### src/rtl/fetch_unit.sv
// fetch_unit: in-order instruction fetch with a circular buffer and redirect response dropping
module fetch_unit #(
  parameter int XLEN = 64,
  parameter int DEPTH = 4,
  parameter logic [XLEN-1:0] RESET_PC = '0
) (
  input  logic            clk,
  input  logic            rst,
  input  logic            RedirectD,
  input  logic [XLEN-1:0] PCTargetD,
  output logic            imem_req_valid,
  input  logic            imem_req_ready,
  output logic [XLEN-1:0] imem_addr,
  input  logic            imem_rsp_valid,
  input  logic [31:0]     imem_rsp_data,
  input  logic            ReadyD,
  output logic            ValidD,
  output logic [31:0]     InstrD,
  output logic [XLEN-1:0] PCD,
  output logic [XLEN-1:0] PCPlus4D
);
  localparam int AW = $clog2(DEPTH);
  logic [XLEN-1:0] pcf;
  logic [XLEN-1:0] pc_q [DEPTH];
  logic [31:0] instr_q [DEPTH];
  logic [DEPTH-1:0] filled;
  logic [AW:0] tail, fill, head, drop, count, pend;
  logic [AW+1:0] busy;
  logic accept, take, pop;
  assign count = tail - head;
  assign pend = tail - fill;
  // Dropped responses still occupy the memory, so they count against the outstanding limit
  assign busy = {1'b0, count} + {1'b0, drop};
  assign imem_req_valid = !rst && !RedirectD && busy < (AW+2)'(DEPTH);
  assign imem_addr = pcf;
  assign accept = imem_req_valid && imem_req_ready;
  assign take = !rst && !RedirectD && imem_rsp_valid && drop == '0;
  assign ValidD = !RedirectD && count != '0 && filled[head[AW-1:0]];
  assign pop = ValidD && ReadyD;
  assign InstrD = ValidD ? instr_q[head[AW-1:0]] : '0;
  assign PCD = ValidD ? pc_q[head[AW-1:0]] : '0;
  assign PCPlus4D = ValidD ? pc_q[head[AW-1:0]] + XLEN'(4) : '0;
  always_ff @(posedge clk or posedge rst) begin
    if (rst) begin
      pcf <= RESET_PC;
      tail <= '0;
      fill <= '0;
      head <= '0;
      drop <= '0;
      filled <= '0;
    end else if (RedirectD) begin
      pcf <= PCTargetD & ~XLEN'(3);
      head <= tail;
      fill <= tail;
      drop <= drop + pend - {{AW{1'b0}}, imem_rsp_valid};
    end else begin
      if (accept) begin
        filled[tail[AW-1:0]] <= 1'b0;
        tail <= tail + 1'b1;
        pcf <= pcf + XLEN'(4);
      end
      if (imem_rsp_valid && drop != '0)
        drop <= drop - 1'b1;
      if (take) begin
        filled[fill[AW-1:0]] <= 1'b1;
        fill <= fill + 1'b1;
      end
      if (pop)
        head <= head + 1'b1;
    end
  end
  always_ff @(posedge clk) begin
    if (accept)
      pc_q[tail[AW-1:0]] <= pcf;
    if (take)
      instr_q[fill[AW-1:0]] <= imem_rsp_data;
  end
endmodule

### config.mk
export PLATFORM = sky130hd
export DESIGN_NAME = fetch_unit
export DESIGN_NICKNAME = d
export VERILOG_FILES = /design/src/rtl/fetch_unit.sv
export SDC_FILE = /design/constraint.sdc
export NUM_CORES = 1
export LEC_CHECK = 0
export ABC_AREA = 1
export BUFFER_PORTS_ARGS = -buffer_cell sky130_fd_sc_hd__buf_2
export CAP_MARGIN = 15
export CORE_ASPECT_RATIO = 1.4
export CORE_MARGIN = 1.5
export CORE_UTILIZATION = 34
export CTS_CLUSTER_SIZE = 28
export DETAILED_ROUTE_END_ITERATION = 16
export GPL_ROUTABILITY_DRIVEN = 0
export SLEW_MARGIN = 10
export SYNTH_ARGS = -nofsm -noshare
export SYNTH_HDL_FRONTEND = slang
export SYNTH_SLANG_ARGS = --single-unit
### constraint.sdc
create_clock -name clk -period 5.8 [get_ports clk]
set_input_delay 0.29 -clock clk [delete_from_list [all_inputs] [get_ports clk]]
set_output_delay 0.29 -clock clk [all_outputs]
set_load 0.005 [all_outputs]
Word level (Yosys, flattened, before mapping)
Memory sizes are Yosys's and may differ from the RTL's. Cells that the tools add are included. Widths: inputs -> output; s select.

Register bits: 80. RAM bits: 384. Logic and storage cells: 74. Memories: 2.

Memory list: pc_q (words 4, width 64, rd ports 1, clocked after memory_dff 0, write ports 1, RTL line 24) `logic [XLEN-1:0] pc_q [DEPTH];`; instr_q (words 4, width 32, rd ports 1, clocked after memory_dff 0, write ports 1, RTL line 25) `logic [31:0] instr_q [DEPTH];`.

Add/subtract/negate cells: 11. Magnitude comparators: 6. Muxes and demuxes: 24. Bitwise operators: 4. Reduce and logical (&&, ||, !) cells: 21.

Operators with widths (count): $mux 64 (4); $add 64x3->64 const B (2); $mux 32 (1); $mux 3 (6); $mux 4 (3); $logic_and 1x1->1 (11); $add 3x1->3 const B (3); $lt 2x3->1 const B (3); $reduce_bool 2->1 (4); $mux 1 (7); $reduce_bool 3->1 (2); $sub 3x3->3 (2); $add 3x3->4 (1); $and 4x4->4 (1); $demux 1 s2 (2); $ge 2x1->1 const B (2); $lt 4x3->1 const B (1); $not 4->4 (1); $or 4x4->4 (1); $add 3x3->3 (1); $logic_not 3->1 (1); $sub 3x1->3 (1); $sub 3x1->3 const B (1); $bmux 1 s2 (1); other kinds (3) (4).

Depth between registers and ports, before layout
Word-level depth: 10. Gate-level depth with buffers: 20. Depth with buffers taken out: 17.

Worst setup path after synthesis
Ideal clock, no wire load.

Path type: reg2reg. Start: register head[1]. End: memory pc_q[0][10], enable pin. Setup time: 482 ps. Data arrival time: 5498 ps. Data required time: 5318 ps. Path slack: -180 ps. Stages on the path, launching flop included: 13. Period minus slack after synthesis: 5980 ps. Path through: dfrtp_1 -> buf_2 -> inv_2 -> buf_4 -> buf_2 -> buf_2 -> buf_1 -> fa_1 -> ha_1 -> a311oi_1 -> nand3_1 -> clkbuf_1 -> nor2_1.

Word-level cells in the longest chain between the ends: 7.

RTL lines: start, declared (RTL line 27) `logic [AW:0] tail, fill, head, drop, count, pend;`; start signal, assigned (RTL line 53) `head <= tail;`; start signal, assigned (RTL line 69) `head <= head + 1'b1;`; $sub 3x3->3 (RTL line 30) `assign count = tail - head;`; $add 3x3->4 (RTL line 33) `assign busy = {1'b0, count} + {1'b0, drop};`; $lt 4x3->1 (RTL line 34) `assign imem_req_valid = !rst && !RedirectD && busy < (AW+2)'(DEPTH);`; $logic_and 1x1->1 (RTL line 34); $logic_and 1x1->1 (RTL line 36) `assign accept = imem_req_valid && imem_req_ready;`; $mux 1 (RTL line 73) `if (accept)`; $mux 1 (implied by the code) (RTL line 74) `pc_q[tail[AW-1:0]] <= pcf;`; end, declared (RTL line 24).

No other way between the ends.

Worst setup path in the final report
Start: register head[0]. End: output port PCPlus4D[14].

Word-level cells in the longest chain between the ends: 5. Elaborated cells on any way between the ends: 9. Classes of those cells: 2 x add/sub; 3 x mux; 3 x reduce/logical; 1 x memory.

RTL lines: branches (longest 4 deep; another with $mem_v2 4x64); $mux 64 (*) (RTL line 42) `assign PCPlus4D = ValidD ? pc_q[head[AW-1:0]] + XLEN'(4) : '0;`; end, declared (RTL line 20) `output logic [XLEN-1:0] PCPlus4D`.

Every way passes the cells marked *. The select of a mux whose other input is x is not followed.

==> impl_metrics.tcl <==
set metrics [dict create \
    clkSlewWorstSetupHoldPaths_ps 60 \
    highest_layer "met5" \
    via_count 20500 \
    vias_per_cell 4.99 \
    numPortBuffers 319 \
    synth_warnings 0 \
    synth.yosys.seq_area_share_pct 55.9 \
    critical_path_arrival_ps 4500 \
    htree_levels 2 \
    post-route-drc-count 0 \
    power.density_mw_per_mm2 448 \
    drt_iter0_markers 1809 \
    syn2layout_area_growth_pct 20.6 \
    clock_latency_ps 600 \
    ff_latch_area_mm2 0.0133 \
    mostFrequentLayoutCells "nand2_1, nor2_1, edfxtp_1" \
    ys_ff_latch 454 \
    synth_compound_area_share_pct 5.32 \
    wl_met1_um 31200 \
    first_pass_iters 6 \
    crit_type "flip-flop to output port" \
    startpoint "head[0]" \
    synth.avg_cell_area_um2 8.55 \
    core-area_mm2 0.0690 \
    pre_cts_ws_ps 1590 \
    post_dp_cell_area_mm2 0.0261 \
    met3_wirelength_um 6120 \
    routedWlPerCell_um 20.1 \
    synth-simple-area-share_pct 29.5 \
    synth_cell_type_count 41 \
    final_antenna_net_count 0 \
    die_h_um 315 \
    cts_buffers 45 \
    grt_pass1_vias 19400 \
    slowest_delay_ps 830 \
    ios 328 \
    relSlewSlack_pct 30.0 \
    num-fill-cells 6959 \
    cts_num_sinks 454 \
    hp-class "input pin to flip-flop" \
    cts_root_buf "clkbuf_16" \
    tritoncts "built" \
    crit_required_ps 5510 \
    drt-total-wl_um 82500 \
    antenna_found_initial 12 \
    initial_core_util_pct 34.3 \
    path_cells "ha_1, inv_1, fa_1, xnor2_1, inv_1, nand2_1, nand3_1, nand3_4, buf_4, buf_4, nor2_1, o21ai_0, nand2_1, buf_2" \
    layout_setup_ws_ps 1010 \
    crit_family "buffers and inverters" \
    fmax_mhz 209 \
    endpoint_kind "output port" \
    cp_max_fo 84 \
    grt_pass1_wl_um 120000 \
    skew_ps 29.4 \
    overflow 0 \
    post-route-cell-area_mm2 0.0286 \
    synth_xor_area_share_pct 2.59 \
    grt_max_degree 147 \
    syn_area_mm2 0.0237 \
    finalPower_mw 12.8 \
    synth.area.mux_share_pct 0 \
    slowest_stage "dfrtp_4" \
    ctsLongestPathBuffers 3 \
    crit_buf_inv 5 \
    tightest_slew_ps 1050 \
    status "finished, final reports clean" \
    worstSetupStartpointType "flip-flop" \
    synth_top_family_by_area "simple AND/OR/NAND/NOR gates" \
    grt_setup_unrepaired "false" \
    fin_nets 3262 \
    hp-start "PCTargetD[36]" \
    drv_cap 0 \
    syn_inst 2772 \
    peakVddDrop_mv 0.314 \
    fp-row-count 114 \
    post-route-period-util_pct 82.7 \
    grtUsageTotal_pct 22.8 \
    dp_hpwl_um 58700 \
    final_common_cell "nand2_1" \
    timing.final.crit_period_ps 4790 \
    multi_input_area_mm2 0.00926 \
    setup_viol 0 \
    drive_above_1_share_pct 15.3 \
    fin_util_pct 41.4 \
    final_max_slew_viol_count 0 \
    wl_met2_um 40100 \
    die_area_mm2 0.0713 \
    total_leakage_power_nw 11.7 \
    synthAdderAreaFrac_pct 1.32 \
    finalHoldViolCount 0 \
    die_w_um 226 \
    reg2reg_from "head[0]" \
]
-- per-stage QoR --
| stage | TNS (ps) | hold slack (ps) | instances |
|---|---|---|---|
| final | 0 | 14.4 | 4108 |
| after global routing | 0 | 19.1 | 4108 |
| after CTS | 0 | 0.162 | 4101 |
| after detailed placement | 0 | 505 | 3936 |
| after global placement | 0 | 496 | 3935 |
| after floorplan | -35680 | 389 | 2777 |
-- worst paths after layout --
path	end	slack, ps	cells after the start
max in group asynchronous	imem_addr[29]	4730	5
worst min register to register	filled[0]	510	2
min in group asynchronous	head[2]	410	4
worst min-delay path	imem_addr[36]	10	3
worst max register to register	pc_q[0][52]	1580	13
worst max-delay path	PCPlus4D[14]	1010	14
-- state kept, by name, summed over array words and instances (netlist names) --
register	flops
fill	3
filled	4
pc_q	248
imem_addr	62
tail	3
drop	3
instr_q	128
head	3
-- cell usage after synthesis, drive strengths merged --
cell type	instances	area share (%)
a21oi	54	1.1
a311oi	1	0.037
a31oi	3	0.079
a32oi	1	0.037
and2	1	0.026
and3	1	0.026
buf	82	2.2
clkbuf	32	0.51
clkinv	1	0.016
conb	1	0.016
dfrtp	78	8.2
edfxtp	376	48
fa	5	0.42
ha	17	0.90
inv	163	2.6
nand2	928	15
nand3	197	4.2
nand3b	2	0.063
nand4	24	0.63
nor2	522	8.6
nor3	42	0.89
nor4	1	0.026
o211ai	49	1.6
o21ai	113	2.4
o221ai	1	0.037
o22ai	2	0.053
or2	5	0.13
xnor2	12	0.44
xor2	58	2.1
-- logic make-up after synthesis --
family | count (synthesis)
other | 1
buffers and inverters | 278
xor gates and xnor gates | 70
AOI/OAI and AO/OA | 224
adders and majority gates | 22
and+or+nand+nor | 1723
DFF | 454
-- tightest hold or removal path, delay by kind of cell --
family	cells	cell delay, ps
buf+inv	1	80
compound gates	1	100
simple gates	1	80
-- repair_timing --
item	4_1_cts	5_1_grt
resized for setup	0	0
endpoints found under the hold margin	177	39
hold buffers	81	1
setup buffers	0	0
-- power by group --
group / switching [mW] / internal (mW)
clock network: 1.33 / 1.73
logic: 3.77 / 1.57
registers: 0.487 / 3.92
total: 5.59 / 7.22
-- per-layer routing --
layer	GRT usage [%]	vias up
met4	12.6	12
met1	26.3	9592
met5	0	-
li1	-	9852
met2	39.6	815
met3	4.52	216
-- area by class of cell --
cell class              instances  area share, %
flip-flops and latches        454           46.4
well taps                     928           4.06
repair buffers                428           9.39
inverters                     164           2.19
clock buffers                  48           3.98
multi-input cells            2045           32.4
diodes                          5         0.0438
clock inverters                36           1.51
Note: power is estimated with default switching activity, not from simulation.
